File: src/rtl/issue_ack_pkg.sv
// Shared types and default sizes for the issue/acknowledge arbiter.
package issue_ack_pkg;

  localparam int NREQ_DEF  = 4;
  localparam int CNT_W_DEF = 8;

  // IDLE waits for a request, ISSUE drives the one-cycle strobe and
  // CHECK samples the acknowledge that must follow it.
  typedef enum logic [1:0] {
    IA_IDLE  = 2'd0,
    IA_ISSUE = 2'd1,
    IA_CHECK = 2'd2
  } ia_state_e;

endpackage

File: src/rtl/issue_ack_arbiter_if.sv
// Bundle of requester/responder signals around the issue/ack arbiter.
// master: requesters + responder side, slave: the arbiter itself.
interface issue_ack_arbiter_if
  import issue_ack_pkg::*;
#(
  parameter int NREQ  = NREQ_DEF,
  parameter int CNT_W = CNT_W_DEF
) ();

  localparam int IDX_W = $clog2(NREQ);

  logic [NREQ-1:0]  req;
  logic             ack;
  logic             clr_err;
  logic             b;
  logic [IDX_W-1:0] issue_id;
  logic [NREQ-1:0]  gnt;
  logic             done;
  logic             err;
  logic [CNT_W-1:0] err_cnt;
  logic             err_seen;
  logic             busy;

  modport master (
    output req, ack, clr_err,
    input  b, issue_id, gnt, done, err, err_cnt, err_seen, busy
  );

  modport slave (
    input  req, ack, clr_err,
    output b, issue_id, gnt, done, err, err_cnt, err_seen, busy
  );

endinterface

File: src/rtl/issue_ack_arbiter_rr_pick.sv
// Combinational round-robin picker: searches from (last+1) mod NREQ upward
// and returns the first active requester.
module rr_pick #(
  parameter  int NREQ  = 4,
  localparam int IDX_W = $clog2(NREQ)
) (
  input  logic [NREQ-1:0]  req_i,
  input  logic [IDX_W-1:0] last_i,
  output logic [IDX_W-1:0] winner_o,
  output logic             valid_o
);

  // cand[k] is the requester visited at search distance k+1 from last_i.
  logic [IDX_W-1:0] cand [NREQ];
  logic [NREQ-1:0]  hit;

  for (genvar gi = 0; gi < NREQ; gi++) begin : g_cand
    localparam int OFFS = gi + 1;
    assign cand[gi] = IDX_W'((int'(last_i) + OFFS) % NREQ);
    assign hit[gi]  = req_i[cand[gi]];
  end

  // Scan farthest-first so the nearest active candidate overrides the rest.
  always_comb begin
    winner_o = '0;
    valid_o  = 1'b0;
    for (int k = NREQ - 1; k >= 0; k--) begin
      if (hit[k]) begin
        winner_o = cand[k];
        valid_o  = 1'b1;
      end
    end
  end

endmodule

File: src/rtl/issue_ack_arbiter.sv
// Round-robin owner of a shared issue/ack resource. Issues a one-cycle `b`
// strobe for the winner, expects `ack` in the following cycle and reports a
// grant or a protocol error. Define ISSUE_ACK_SVA_EN to compile in the
// protocol assertions and the back-to-back cover.
module issue_ack_arbiter
  import issue_ack_pkg::*;
#(
  parameter int NREQ  = NREQ_DEF,
  parameter int CNT_W = CNT_W_DEF
) (
  input logic                clk,
  input logic                rst,
  issue_ack_arbiter_if.slave bus
);

  localparam int               IDX_W   = $clog2(NREQ);
  localparam logic [CNT_W-1:0] CNT_MAX = '1;
  localparam logic [IDX_W-1:0] LAST_RST = IDX_W'(NREQ - 1);

  ia_state_e        state_q,    state_d;
  logic [IDX_W-1:0] last_q,     last_d;
  logic [IDX_W-1:0] owner_q,    owner_d;
  logic             b_q,        b_d;
  logic [IDX_W-1:0] issue_id_q, issue_id_d;
  logic [NREQ-1:0]  gnt_q,      gnt_d;
  logic             done_q,     done_d;
  logic             err_q,      err_d;
  logic [CNT_W-1:0] err_cnt_q,  err_cnt_d;
  logic             err_seen_q, err_seen_d;
  logic             busy_q,     busy_d;

  logic [IDX_W-1:0] pick_last;
  logic [IDX_W-1:0] pick_winner;
  logic             pick_valid;

  // In CHECK the current owner becomes "last" this very cycle, so the
  // back-to-back decision must already rotate past it.
  assign pick_last = (state_q == IA_CHECK) ? owner_q : last_q;

  rr_pick #(.NREQ(NREQ)) u_pick (
    .req_i    (bus.req),
    .last_i   (pick_last),
    .winner_o (pick_winner),
    .valid_o  (pick_valid)
  );

  // Next-state and registered-output decode; every pulse defaults low.
  always_comb begin
    state_d    = state_q;
    last_d     = last_q;
    owner_d    = owner_q;
    b_d        = 1'b0;
    issue_id_d = '0;
    gnt_d      = '0;
    done_d     = 1'b0;
    err_d      = 1'b0;
    err_cnt_d  = err_cnt_q;
    err_seen_d = err_seen_q;

    case (state_q)
      IA_IDLE: begin
        if (pick_valid) begin
          state_d    = IA_ISSUE;
          owner_d    = pick_winner;
          b_d        = 1'b1;
          issue_id_d = pick_winner;
        end
      end
      IA_ISSUE: begin
        state_d = IA_CHECK;
      end
      IA_CHECK: begin
        last_d = owner_q;
        if (bus.ack) begin
          gnt_d[owner_q] = 1'b1;
          done_d         = 1'b1;
        end else begin
          err_d = 1'b1;
        end
        if (pick_valid) begin
          state_d    = IA_ISSUE;
          owner_d    = pick_winner;
          b_d        = 1'b1;
          issue_id_d = pick_winner;
        end else begin
          state_d = IA_IDLE;
        end
      end
      default: begin
        state_d = IA_IDLE;
      end
    endcase

    // A clear in the same cycle as a new error still records that error.
    if (bus.clr_err) begin
      err_cnt_d  = err_d ? CNT_W'(1) : '0;
      err_seen_d = err_d;
    end else if (err_d) begin
      if (err_cnt_q != CNT_MAX) begin
        err_cnt_d = err_cnt_q + CNT_W'(1);
      end
      err_seen_d = 1'b1;
    end

    busy_d = (state_d != IA_IDLE);
  end

  // State and output registers; reset abandons any transaction in flight.
  always_ff @(posedge clk) begin
    if (rst) begin
      state_q    <= IA_IDLE;
      last_q     <= LAST_RST;
      owner_q    <= '0;
      b_q        <= 1'b0;
      issue_id_q <= '0;
      gnt_q      <= '0;
      done_q     <= 1'b0;
      err_q      <= 1'b0;
      err_cnt_q  <= '0;
      err_seen_q <= 1'b0;
      busy_q     <= 1'b0;
    end else begin
      state_q    <= state_d;
      last_q     <= last_d;
      owner_q    <= owner_d;
      b_q        <= b_d;
      issue_id_q <= issue_id_d;
      gnt_q      <= gnt_d;
      done_q     <= done_d;
      err_q      <= err_d;
      err_cnt_q  <= err_cnt_d;
      err_seen_q <= err_seen_d;
      busy_q     <= busy_d;
    end
  end

  assign bus.b        = b_q;
  assign bus.issue_id = issue_id_q;
  assign bus.gnt      = gnt_q;
  assign bus.done     = done_q;
  assign bus.err      = err_q;
  assign bus.err_cnt  = err_cnt_q;
  assign bus.err_seen = err_seen_q;
  assign bus.busy     = busy_q;

`ifdef ISSUE_ACK_SVA_EN
  // Responder must acknowledge exactly one cycle after each issue strobe.
  a_b_then_ack: assert property (@(posedge clk) disable iff (rst) b_q |=> bus.ack);
  // At most one requester is granted per cycle.
  a_gnt_onehot: assert property (@(posedge clk) disable iff (rst) $onehot0(gnt_q));
  // The strobe is a single-cycle pulse; back-to-back issues are two apart.
  a_b_pulse: assert property (@(posedge clk) disable iff (rst) b_q |=> !b_q);
  // Back-to-back: completion of one transaction alongside the next issue.
  c_back_to_back: cover property (@(posedge clk) disable iff (rst) b_q && done_q);
`endif

endmodule

File: src/flat_wrapper.sv
// flat-port wrapper written by rule: the top's interface ports become plain ports
module issue_ack_arbiter_flat import issue_ack_pkg::*;
#(
  parameter int NREQ  = NREQ_DEF,
  parameter int CNT_W = CNT_W_DEF
)
  (clk, rst, bus_req, bus_ack, bus_clr_err, bus_b, bus_issue_id, bus_gnt, bus_done, bus_err, bus_err_cnt, bus_err_seen, bus_busy);
  issue_ack_arbiter_if #(.NREQ(NREQ), .CNT_W(CNT_W)) bus_i ();
  input logic clk;
  input logic rst;
  input wire logic [$bits(bus_i.req)-1:0] bus_req;
  input wire logic [$bits(bus_i.ack)-1:0] bus_ack;
  input wire logic [$bits(bus_i.clr_err)-1:0] bus_clr_err;
  output wire logic [$bits(bus_i.b)-1:0] bus_b;
  output wire logic [$bits(bus_i.issue_id)-1:0] bus_issue_id;
  output wire logic [$bits(bus_i.gnt)-1:0] bus_gnt;
  output wire logic [$bits(bus_i.done)-1:0] bus_done;
  output wire logic [$bits(bus_i.err)-1:0] bus_err;
  output wire logic [$bits(bus_i.err_cnt)-1:0] bus_err_cnt;
  output wire logic [$bits(bus_i.err_seen)-1:0] bus_err_seen;
  output wire logic [$bits(bus_i.busy)-1:0] bus_busy;
  assign bus_i.req = bus_req;
  assign bus_i.ack = bus_ack;
  assign bus_i.clr_err = bus_clr_err;
  assign bus_b = bus_i.b;
  assign bus_issue_id = bus_i.issue_id;
  assign bus_gnt = bus_i.gnt;
  assign bus_done = bus_i.done;
  assign bus_err = bus_i.err;
  assign bus_err_cnt = bus_i.err_cnt;
  assign bus_err_seen = bus_i.err_seen;
  assign bus_busy = bus_i.busy;
  issue_ack_arbiter #(.NREQ(NREQ), .CNT_W(CNT_W)) u_core (.clk(clk), .rst(rst), .bus(bus_i));
endmodule
File: config.mk
export PLATFORM = sky130hd
export DESIGN_NAME = issue_ack_arbiter_flat
export DESIGN_NICKNAME = d
export VERILOG_FILES = /design/src/rtl/issue_ack_pkg.sv /design/src/rtl/issue_ack_arbiter_if.sv /design/src/rtl/issue_ack_arbiter_rr_pick.sv /design/src/rtl/issue_ack_arbiter.sv /design/src/flat_wrapper.sv
export SDC_FILE = /design/constraint.sdc
export NUM_CORES = 1
export LEC_CHECK = 0
export BUFFER_PORTS_ARGS = -buffer_cell sky130_fd_sc_hd__buf_2
export CAP_MARGIN = 0
export CORE_MARGIN = 3
export CORE_UTILIZATION = 35
export CTS_BUF_LIST = sky130_fd_sc_hd__clkbuf_8
export CTS_CLUSTER_DIAMETER = 200
export CTS_CLUSTER_SIZE = 30
export DETAILED_ROUTE_END_ITERATION = 7
export PLACE_DENSITY_LB_ADDON = 0.05
export SYNTH_ARGS = -nofsm -noshare
export SYNTH_HDL_FRONTEND = slang
export SYNTH_SLANG_ARGS = --single-unit
File: constraint.sdc
create_clock -name clk -period 5.8 [get_ports clk]
set_clock_uncertainty 0.2 [all_clocks]
set_input_delay 0.58 -clock clk [delete_from_list [all_inputs] [get_ports clk]]
set_output_delay 0.58 -clock clk [all_outputs]
set_load 0.005 [all_outputs]
# After elaboration in Yosys (flattened, before gate mapping)
# Index checks and enable logic that the tools add are counted.
# word_totals
reg_bits	25
latch_bits	0
mem_bits_rw	0
rom_bits	0
inputBits	8
output_inout_bits	19
wordCells	73
mem_count	0
# classes
add_sub_neg	5
n_mul	0
div_mod_pow	0
order_cmp	6
n_eq_ne	3
shift	0
muxes	32
bitwise	4
n_reduce_logical	12
# op_table
operator	count
$mux 8	3
$mux 1	17
$lt 2x3->1 const B	5
$mux 2	6
$add 8x1->8 const B	1
$bmux 1 s2	4
$ne 8x8->1 const B	1
$pmux 2 s3	1
$reduce_bool 2->1	3
$reduce_or 2->1	3
$reduce_or 3->1	2
$add 2x1->2 const B	2
$add 2x2->2 const B	2
$not 1->1	4
$reduce_and 2->1	2
$demux 1 s2	1
$eq 2x1->1 const B	1
$eq 2x2->1 const B	1
$ge 2x1->1 const B	1
$logic_not 2->1	1
$logic_and 1x1->1	1

# Longest topological paths before layout
# depth
word_depth	12
mapped_depth	6
ltp_nobuf	5

# By module
# A second synthesis with hierarchy kept.
# unflattened
cells_unflattened	110
area_unflattened_um2	1076.0
# by_module_without_submodules
module	instances	cells_each	area_each_um2	seq_area_each_um2
issue_ack_arbiter	1	96	984.7	500.5
rr_pick	1	14	91.3	0.0

# Worst setup path before layout
# Ideal clock, no wire load.
# synth_timing
path_type	input-to-reg
start	input bus_ack
end	register u_core.err_cnt_q[6], in the netlist u_core.bus.err_cnt[6]
setup_time_ps	70
t_arrival_ps	1757
t_required_ps	5530
setup_slack_ps	3773
stages	4
path_buffers	0
cell_sequence	or3b_4 a21o_4 or4_1 a21oi_1
# synth_via
elab_chain_cells	4
# synth_rtl
item	line	text
start, declared	flat_wrapper.sv:12	input wire logic [$bits(bus_i.ack)-1:0] bus_ack;
$mux 1	issue_ack_arbiter.sv:74	if (bus.ack) begin
$mux 1	issue_ack_arbiter.sv:60	case (state_q)
$reduce_bool 2->1 (no line)	--	
$reduce_and 2->1 (no line)	--	
end signal, assigned	issue_ack_arbiter.sv:131	err_cnt_q <= err_cnt_d;
end, declared	issue_ack_arbiter.sv:28	logic [CNT_W-1:0] err_cnt_q, err_cnt_d;
# Every way passes these cells.
# A chain may end at the register's enable or synchronous reset.

# Worst setup path after layout
# layout_timing
start	register u_core.state_q[1]
end	register u_core.err_cnt_q[6], in the netlist u_core.bus.err_cnt[6]
# layout_via
elab_chain_cells	4
# layout_rtl
item	line	text
start, declared	issue_ack_arbiter.sv:20	ia_state_e state_q, state_d;
start signal, assigned	issue_ack_arbiter.sv:123	state_q <= state_d;
$eq 2x2->1	issue_ack_arbiter.sv:60	
$mux 1	issue_ack_arbiter.sv:60	
$reduce_bool 2->1 (no line)	--	
$reduce_and 2->1 (no line)	--	
# Every way passes these cells.

==> impl_metrics.py <==
metrics = {
    "yosys": {
        "syn_nets": 130,
        "seq_area_frac_synth_pct": 46.19,
        "synth.distinct_cells": 40,
        "yosys_warnings": 0,
        "yosys_most_used_dff": "dfxtp_1",
        "synth_edf_count": 0,
        "synthCells": 121,
        "async_flop_share_pct": 0,
        "synth_area_mm2": 0.001084,
        "synth_seq_cells": 25,
        "syn_avg_cell_area_um2": 8.955,
    },
    "cells_and_area": {
        "nets": 158,
        "final_common_cell": "buf_2",
        "instances_no_fill": 179,
        "final_cell_mix": "26 x buf_2, 25 x dfxtp_1, 15 x nand2_1",
        "syn_to_final_growth_pct": 18.13,
        "final_layout_size_suffix_gt1_share_pct": 25.68,
        "fillCellCount": 293,
        "n_antenna_cell": 0,
    },
    "grt": {
        "grt_usage_pct": 12.74,
        "grt_max_degree": 15,
        "grt_pass1_vias": 804,
        "grt_pass1_wl_um": 3601,
        "grt_overflow": 0,
        "antenna_found_initial": 0,
    },
    "routing": {
        "drt-wirelength-per-cell_um": 12.58,
        "wl_met1_um": 1175,
        "vias_per_cell": 5.207,
        "first_iter_violations": 21,
        "drc": 0,
        "wl_met3_um": 89,
        "route.met2.wl_um": 977,
        "totalWireLength_um": 2252,
        "ant_nets": 0,
        "vias": 932,
        "highest_layer": "met4",
        "firstDrtPassIters": 4,
    },
    "place": {
        "place_inst": 175,
        "dp_hpwl_um": 1711,
        "io_buffers": 26,
        "gpl.final_weighted_congestion": 0.8118,
        "dpl_worst_slack_ns": 3.581,
    },
    "clocking": {
        "cts_buffers": 3,
        "postCtsSetupRepairBufs": 0,
        "cts-root-buf": "clkbuf_8",
        "cts_hold_buf": 0,
        "ctsResizeCount": 0,
        "h-tree-depth": 1,
        "cts_tree": "built",
        "cts.sinks": 25,
        "clk_latency_ns": 0.26,
        "cts_buffer_depth": 2,
        "clk_pin_slew_worst_paths_ns": 0.09,
    },
    "critical_path": {
        "cp.depth": 4,
        "max_stage_delay_ns": 0.46,
        "crit_chain": "or3b_4, a21o_4, or4_1, a21oi_1",
        "crit_path_start_kind": "register",
        "cp_max_fo": 7,
        "ff2ff_path_depth": 4,
        "critPathKind": "reg2reg",
        "crit_buf_inv": 0,
        "cp.arrival_ns": 1.99,
        "required_ns": 5.80,
        "cp_top_family": "simple AND/OR/NAND/NOR gates",
        "worst_path_max_delay_cell": "or4_1",
        "end_kind": "register",
    },
    "sta": {
        "fin_crit_sh_pct": 34.26,
        "fmax_ghz": 0.5032,
        "tns_ns": 0,
        "hold_viol": 0,
        "final_max_slew_viol_count": 0,
        "rsz0062_at_grt": "false",
        "layout_setup_ws_ns": 3.813,
        "slew_headroom_pct": 61.40,
        "setup_viol": 0,
        "final.min_clock_period_ns": 1.987,
        "tightest_slew_ns": 0.5737,
    },
    "pwr": {
        "power_leakage_nw": 0.5864,
        "power_density_mw_per_mm2": 247.2,
        "ir_drop_mv": 0.1371,
    },
    "hold_path": {
        "worstHoldPathType": "reg2reg",
        "min_path_cells": 1,
    },
    "floorplanning": {
        "fp-row-count": 19,
        "dieArea_mm2": 0.003799,
        "die_h_um": 61.64,
        "coreArea_mm2": 0.002853,
        "die_w_um": 61.64,
        "ioPinCount": 27,
        "start_util_pct": 37.98,
    },
    "job": {
        "drv_cap": 0,
    },
    "outcome": {
        "status": "complete, no violations",
    },
}
## worst paths after layout
check / startpoint / to / slack [ns]
worst max-delay path: u_core.state_q[1] / u_core.bus.err_cnt[6] / 3.81
worst min-delay path: u_core.bus.err_seen / u_core.bus.err_seen / 0.26
worst min register to register: u_core.bus.err_seen / u_core.bus.err_seen / 0.26
worst max register to register: u_core.state_q[1] / u_core.bus.err_cnt[6] / 3.81
## registers in the layout, summed over array words and instances (netlist names)
register and flops:
u_core.bus.err_seen 1, u_core.bus.err_cnt 8, u_core.bus.b 1, u_core.last_q 2, u_core.bus.gnt 4, u_core.bus.err 1, u_core.owner_q 2, u_core.bus.busy 1
u_core.state_q 2, u_core.bus.issue_id 2, u_core.bus.done 1
## worst reg2reg max path, stage by stage, from the launching register on
cell and delay, ns:
dfxtp_1 0.43, or3b_4 0.45, a21o_4 0.23, or4_1 0.46, a21oi_1 0.15
## cell usage after synthesis, types with 2 or more instances
master | instances | area [um2]
and3_1 | 4 | 25.02
nand2_1 | 15 | 56.30
a21oi_1 | 11 | 55.05
nor3b_1 | 2 | 15.01
inv_1 | 7 | 26.28
clkbuf_1 | 2 | 7.510
nand3_1 | 2 | 10.01
dfxtp_1 | 25 | 500.5
o21ai_0 | 5 | 25.02
a21boi_0 | 2 | 15.01
nor2_1 | 7 | 26.28
o211ai_1 | 3 | 22.52
nand2b_1 | 3 | 18.77
a211oi_1 | 2 | 15.01
or3_1 | 2 | 12.51
mux2i_1 | 2 | 20.02
nor3_1 | 2 | 10.01
o2111ai_1 | 3 | 26.28
## metal layers
layer  vias up  global-route usage (%)
met3         2                   2.516
met2        15                   18.83
met1       427                   17.96
li1        488                       -
met4         0                   5.455
met5         -                       0
## final cells by class
class                           instances  area [um2]  area share (%)
Tap cell                               31       38.79           3.030
Clock inverter                          1       5.005          0.3910
Sequential cell                        25       500.5           39.10
Timing Repair Buffer                   26       130.1           10.17
Multi-Input combinational cell         86       538.0           42.03
Inverter                                7       26.28           2.053
Clock buffer                            3       41.29           3.226
## per-stage QoR
step,utilization (%),hold WS (ns),power [W],cell area (um2)
after floorplan,-,0.2420,0.0002073,1084
after global placement,43.25,0.2314,0.0002181,1234
after detailed placement,43.25,0.2392,0.0002185,1234
after CTS,44.87,0.2658,0.0003220,1280
after global routing,44.87,0.3090,0.0003325,1280
final,44.87,0.2603,0.0003164,1280
## logic make-up after synthesis
logic type	synth area share (%)
flops	46.19
xor+xnor	0.8085
compound gates	20.55
simple gates	24.25
mux	2.887
fa+ha+maj	1.155
buf+inv	4.158
## power breakdown
| part | switching (W) | internal [W] | total (W) |
|---|---|---|---|
| registers | 0.00000620 | 0.000178 | 0.000184 |
| clock network | 0.0000539 | 0.0000480 | 0.000102 |
| logic | 0.0000164 | 0.0000137 | 0.0000302 |
Power figures use the tool's default switching activity.
